==> src/rtl/fifo_rd_stream.sv <==
// Read-domain drain stage: pops an async FIFO with one-cycle read latency and
// presents the words as a valid/ready stream through a 2-entry buffer.
module fifo_rd_stream #(
    parameter int unsigned DATA_WIDTH = 32,
    parameter int unsigned CNT_WIDTH  = 32
) (
    input  logic                  rd_clk,
    input  logic                  rd_rst,
    output logic                  fifo_rd_en,
    input  logic                  fifo_rd_empty,
    input  logic [DATA_WIDTH-1:0] fifo_rd_data,
    output logic                  m_valid,
    input  logic                  m_ready,
    output logic [DATA_WIDTH-1:0] m_data,
    input  logic                  flush,
    output logic [1:0]            level,
    output logic [CNT_WIDTH-1:0]  beat_cnt
);

    logic [1:0]            level_q, level_d;
    logic                  inflight_q;
    logic [DATA_WIDTH-1:0] ent0_q, ent0_d;
    logic [DATA_WIDTH-1:0] ent1_q, ent1_d;
    logic [CNT_WIDTH-1:0]  cnt_q;
    logic                  fire;
    logic                  capture;
    logic [2:0]            occ;

    always_comb begin
        fire    = (level_q != 2'd0) && m_ready;
        // Slots committed after this edge: buffered plus in-flight minus leaving.
        occ     = {1'b0, level_q} + {2'b00, inflight_q} - {2'b00, fire};
        fifo_rd_en = !rd_rst && !flush && !fifo_rd_empty && (occ < 3'd2);
        // An in-flight word landing during a flush is dropped.
        capture = inflight_q && !flush;

        level_d = level_q;
        ent0_d  = ent0_q;
        ent1_d  = ent1_q;

        if (flush) begin
            level_d = 2'd0;
        end else begin
            case ({capture, fire})
                2'b11: begin
                    if (level_q == 2'd2) begin
                        ent0_d = ent1_q;
                        ent1_d = fifo_rd_data;
                    end else begin
                        ent0_d = fifo_rd_data;
                    end
                end
                2'b10: begin
                    if (level_q == 2'd0) begin
                        ent0_d  = fifo_rd_data;
                        level_d = 2'd1;
                    end else begin
                        ent1_d  = fifo_rd_data;
                        level_d = 2'd2;
                    end
                end
                2'b01: begin
                    // Only shift when entry 1 is live so m_data holds when draining to empty.
                    if (level_q == 2'd2) begin
                        ent0_d = ent1_q;
                    end
                    level_d = level_q - 2'd1;
                end
                default: ;
            endcase
        end
    end

    always_ff @(posedge rd_clk or posedge rd_rst) begin
        if (rd_rst) begin
            level_q    <= 2'd0;
            inflight_q <= 1'b0;
            ent0_q     <= '0;
            ent1_q     <= '0;
            cnt_q      <= '0;
        end else begin
            level_q    <= level_d;
            inflight_q <= fifo_rd_en;
            ent0_q     <= ent0_d;
            ent1_q     <= ent1_d;
            cnt_q      <= cnt_q + {{(CNT_WIDTH-1){1'b0}}, fire};
        end
    end

    assign m_valid  = (level_q != 2'd0);
    assign m_data   = ent0_q;
    assign level    = level_q;
    assign beat_cnt = cnt_q;

endmodule

==> config.mk <==
export PLATFORM = sky130hd
export DESIGN_NAME = fifo_rd_stream
export DESIGN_NICKNAME = d
export VERILOG_FILES = /design/src/rtl/fifo_rd_stream.sv
export SDC_FILE = /design/constraint.sdc
export NUM_CORES = 1
export LEC_CHECK = 0
export ABC_AREA = 1
export CAP_MARGIN = 10
export CORE_MARGIN = 3
export CORE_UTILIZATION = 35
export DETAILED_ROUTE_END_ITERATION = 8
export HOLD_SLACK_MARGIN = 0.02
export PLACE_DENSITY = 0.61
export REMOVE_ABC_BUFFERS = 1
export SETUP_SLACK_MARGIN = 0.02
export SLEW_MARGIN = 10
export SYNTH_ARGS = -nofsm -noshare
export SYNTH_HDL_FRONTEND = slang
export SYNTH_SLANG_ARGS = --single-unit
==> constraint.sdc <==
create_clock -name rd_clk -period 4.1 [get_ports rd_clk]
set_input_delay 0.41 -clock rd_clk [delete_from_list [all_inputs] [get_ports rd_clk]]
set_output_delay 0.41 -clock rd_clk [all_outputs]
set_load 0.02 [all_outputs]
==> flow_summary.json <==
{
  "status": "complete, no violations",
  "required_ps": 3690,
  "ys_ff_latch": 99,
  "cpPeakStageDelay_ps": 690,
  "grt_pass1_wl_um": 22700,
  "cts_buffers": 9,
  "ant_nets": 0,
  "area.growth.synth_to_final_pct": 27.5,
  "power_density_mw_per_mm2": 582,
  "path_class": "reg2out",
  "io_buffers": 104,
  "cts_resized": 0,
  "cts_root_buf": "clkbuf_16",
  "fin_crit_ps": 3720,
  "worstRegToRegCells": 13,
  "max_freq_mhz": 268,
  "hold_violations": 0,
  "finalMaxSlewViolations": 0,
  "cts.clk_slew.worst_paths_ps": 60,
  "synthesis.area_mm2": 0.00546,
  "syn_avg_cell_area_um2": 7.31,
  "drive_above_1_share_pct": 4.27,
  "drt-initial-drc-count": 234,
  "skew_ps": 6.42,
  "ys_seq_area_share_pct": 45.4,
  "ios": 105,
  "synth_async_sr_flop_share_pct": 100,
  "p_leak_nw": 3.12,
  "path_cells": "inv_1 -> ha_1 -> inv_1 -> nand2_1 -> nor2_1 -> o21ai_0 -> fa_1 -> nand2_1 -> nor4_1 -> clkdlybuf4s50_1",
  "clkLatencyLatePin_ps": 350,
  "min_path_cells": 2,
  "hpwl_um": 9080,
  "dpl_worst_slack_ps": 722,
  "wl_per_cell_um": 12.7,
  "core_area_mm2": 0.0153,
  "gp_congestion": 0.862,
  "critPathLaunchType": "register",
  "worst_path_dominant_cell_family": "buffers and inverters",
  "diodes": 0,
  "crit_path_end_kind": "output pin",
  "critPathMaxFanout": 5,
  "htreeDepth": 3,
  "synthDistinctLibCells": 27,
  "post-cts-setup-buffers": 0,
  "path_buf_inv": 3,
  "drt_wl_total_um": 13400,
  "finalSetupViolations": 0,
  "synthCells": 747,
  "maxCapViolations": 0,
  "cts.path.max_buffers": 2,
  "placedCellCount": 1038,
  "yosysWarnings": 0,
  "antenna_found_initial": 0,
  "setup_tns_ps": 0,
  "firstDrtPassIters": 4,
  "vdd_drop_max_uv": 294,
  "fp-row-count": 45,
  "avgViaCountPerCell": 4.63,
  "hold_path_class": "reg2reg",
  "holdBufCountCts": 0,
  "cts_sinks": 99,
  "rsz0062_at_grt": "false",
  "grt_start_max_net_pins": 65,
  "start_util_pct": 35.8,
  "arrival_ps": 3310,
  "drc_errors": 0,
  "worstMarginPinSlew_ps": 743,
  "fin_util_pct": 45.6,
  "synthFlopType": "dfrtp_1",
  "path_depth": 10,
  "grt.total_usage_pct": 16.6,
  "setup_slack_ps": 375,
  "die-width_um": 131,
  "dieHeight_um": 131,
  "grt_pass1_vias": 4613,
  "grt.overflow.total": 0,
  "cp_slowest_cell": "clkdlybuf4s50_1",
  "period_share_pct": 90.8,
  "finalNonFillerCells": 1054,
  "hold_ws_ps": 498,
  "synth_edf_count": 0,
  "layout.nets": 884,
  "cts_tree": "built",
  "die-area_mm2": 0.0171,
  "vias": 4878,
  "slew_headroom_pct": 50.5
}
layout by cell type, fill, tap and decap left out, drive strengths merged:
cell type	count
nand2	260
clkdlybuf4s50	104
dfrtp	99
inv	95
nor2	78
o21ai	70
a21oi	35
o211ai	32
clkbuf	14
xor2	12
nand3	10
buf	9
nand3b	8
ha	8
xnor2	4
and2	1
nor4	1
fa	1
clkinv	1
clkinvlp	1
flip-flops by register name, indices dropped and copies added (netlist names):
name / flops
level: 2
inflight_q: 1
m_data: 32
beat_cnt: 32
ent1_q: 32
power breakdown:
group,switching [W],internal [W]
Clock,0.000365,0.000412
Sequential,0.000157,0.00132
Combinational,0.00107,0.000725
Total,0.00159,0.00246
cell usage after synthesis, types with 3 or more instances:
cell      number  share of area, %
a21oi_1       34               3.1
buf_2         19               1.7
buf_4          3              0.41
clkbuf_1       9              0.62
dfrtp_1       99                45
ha_1           8               1.8
inv_1         94               6.5
nand2_1      257                18
nand2_2        3              0.34
nand3_1       10              0.92
nand3b_1       8               1.1
nor2_1        70               4.8
nor2_2         7              0.80
o211ai_1      32               4.4
o21ai_0       66               6.1
o21ai_1        3              0.27
xnor2_1        4              0.64
xor2_1        12               1.9
worst reg2reg max path, stage by stage, from the launching register on:
cell	delay [ps]
dfrtp_1	450
inv_1	110
ha_1	210
inv_1	90
nand2_1	160
inv_1	90
ha_1	260
inv_1	360
buf_4	340
o21ai_0	110
nand2_1	60
nand2_1	60
nand2_1	60
o21ai_0	80
kinds of logic after synthesis:
logic type | Yosys count | share of synthesized area, %
AOI/OAI and AO/OA | 137 | 14.3
xor gates and xnor gates | 16 | 2.57
adders and majority gates | 9 | 2.20
buffers and inverters | 128 | 9.47
DFF | 99 | 45.4
and+or+nand+nor | 358 | 26.1
worst paths after layout:
path / startpoint / endpoint / slack (ps)
min reg2reg: beat_cnt[31] / beat_cnt[31] / 500
min in group asynchronous: rd_rst / beat_cnt[11] / 590
max in group asynchronous: rd_rst / ent1_q[26] / 2740
max reg2reg: level[1] / m_data[23] / 1510
min: beat_cnt[31] / beat_cnt[31] / 500
max: level[1] / fifo_rd_en / 380
area by class of cell:
type	instances	area (um^2)
Timing Repair Buffer	113	1130
Inverter	95	359
Clock buffer	14	244
Tap cell	211	264
Sequential cell	99	2480
Clock inverter	2	12.5
Fill cell	1555	8300
Multi-Input combinational cell	520	2470
layer usage:
layer	wire (um)	track usage, %
met1	6450	21.8
met2	6100	27.0
met3	660	3.58
met4	225	5.99
met5	0	0
per-stage QoR:
stage	total power, W	cell area, um^2
floorplan	0.00257	5300
global placement	0.00329	6700
detailed placement	0.00331	6700
CTS	0.00412	6960
global route	0.00438	6960
finish	0.00405	6960
Note: power is estimated with default switching activity, not from simulation.
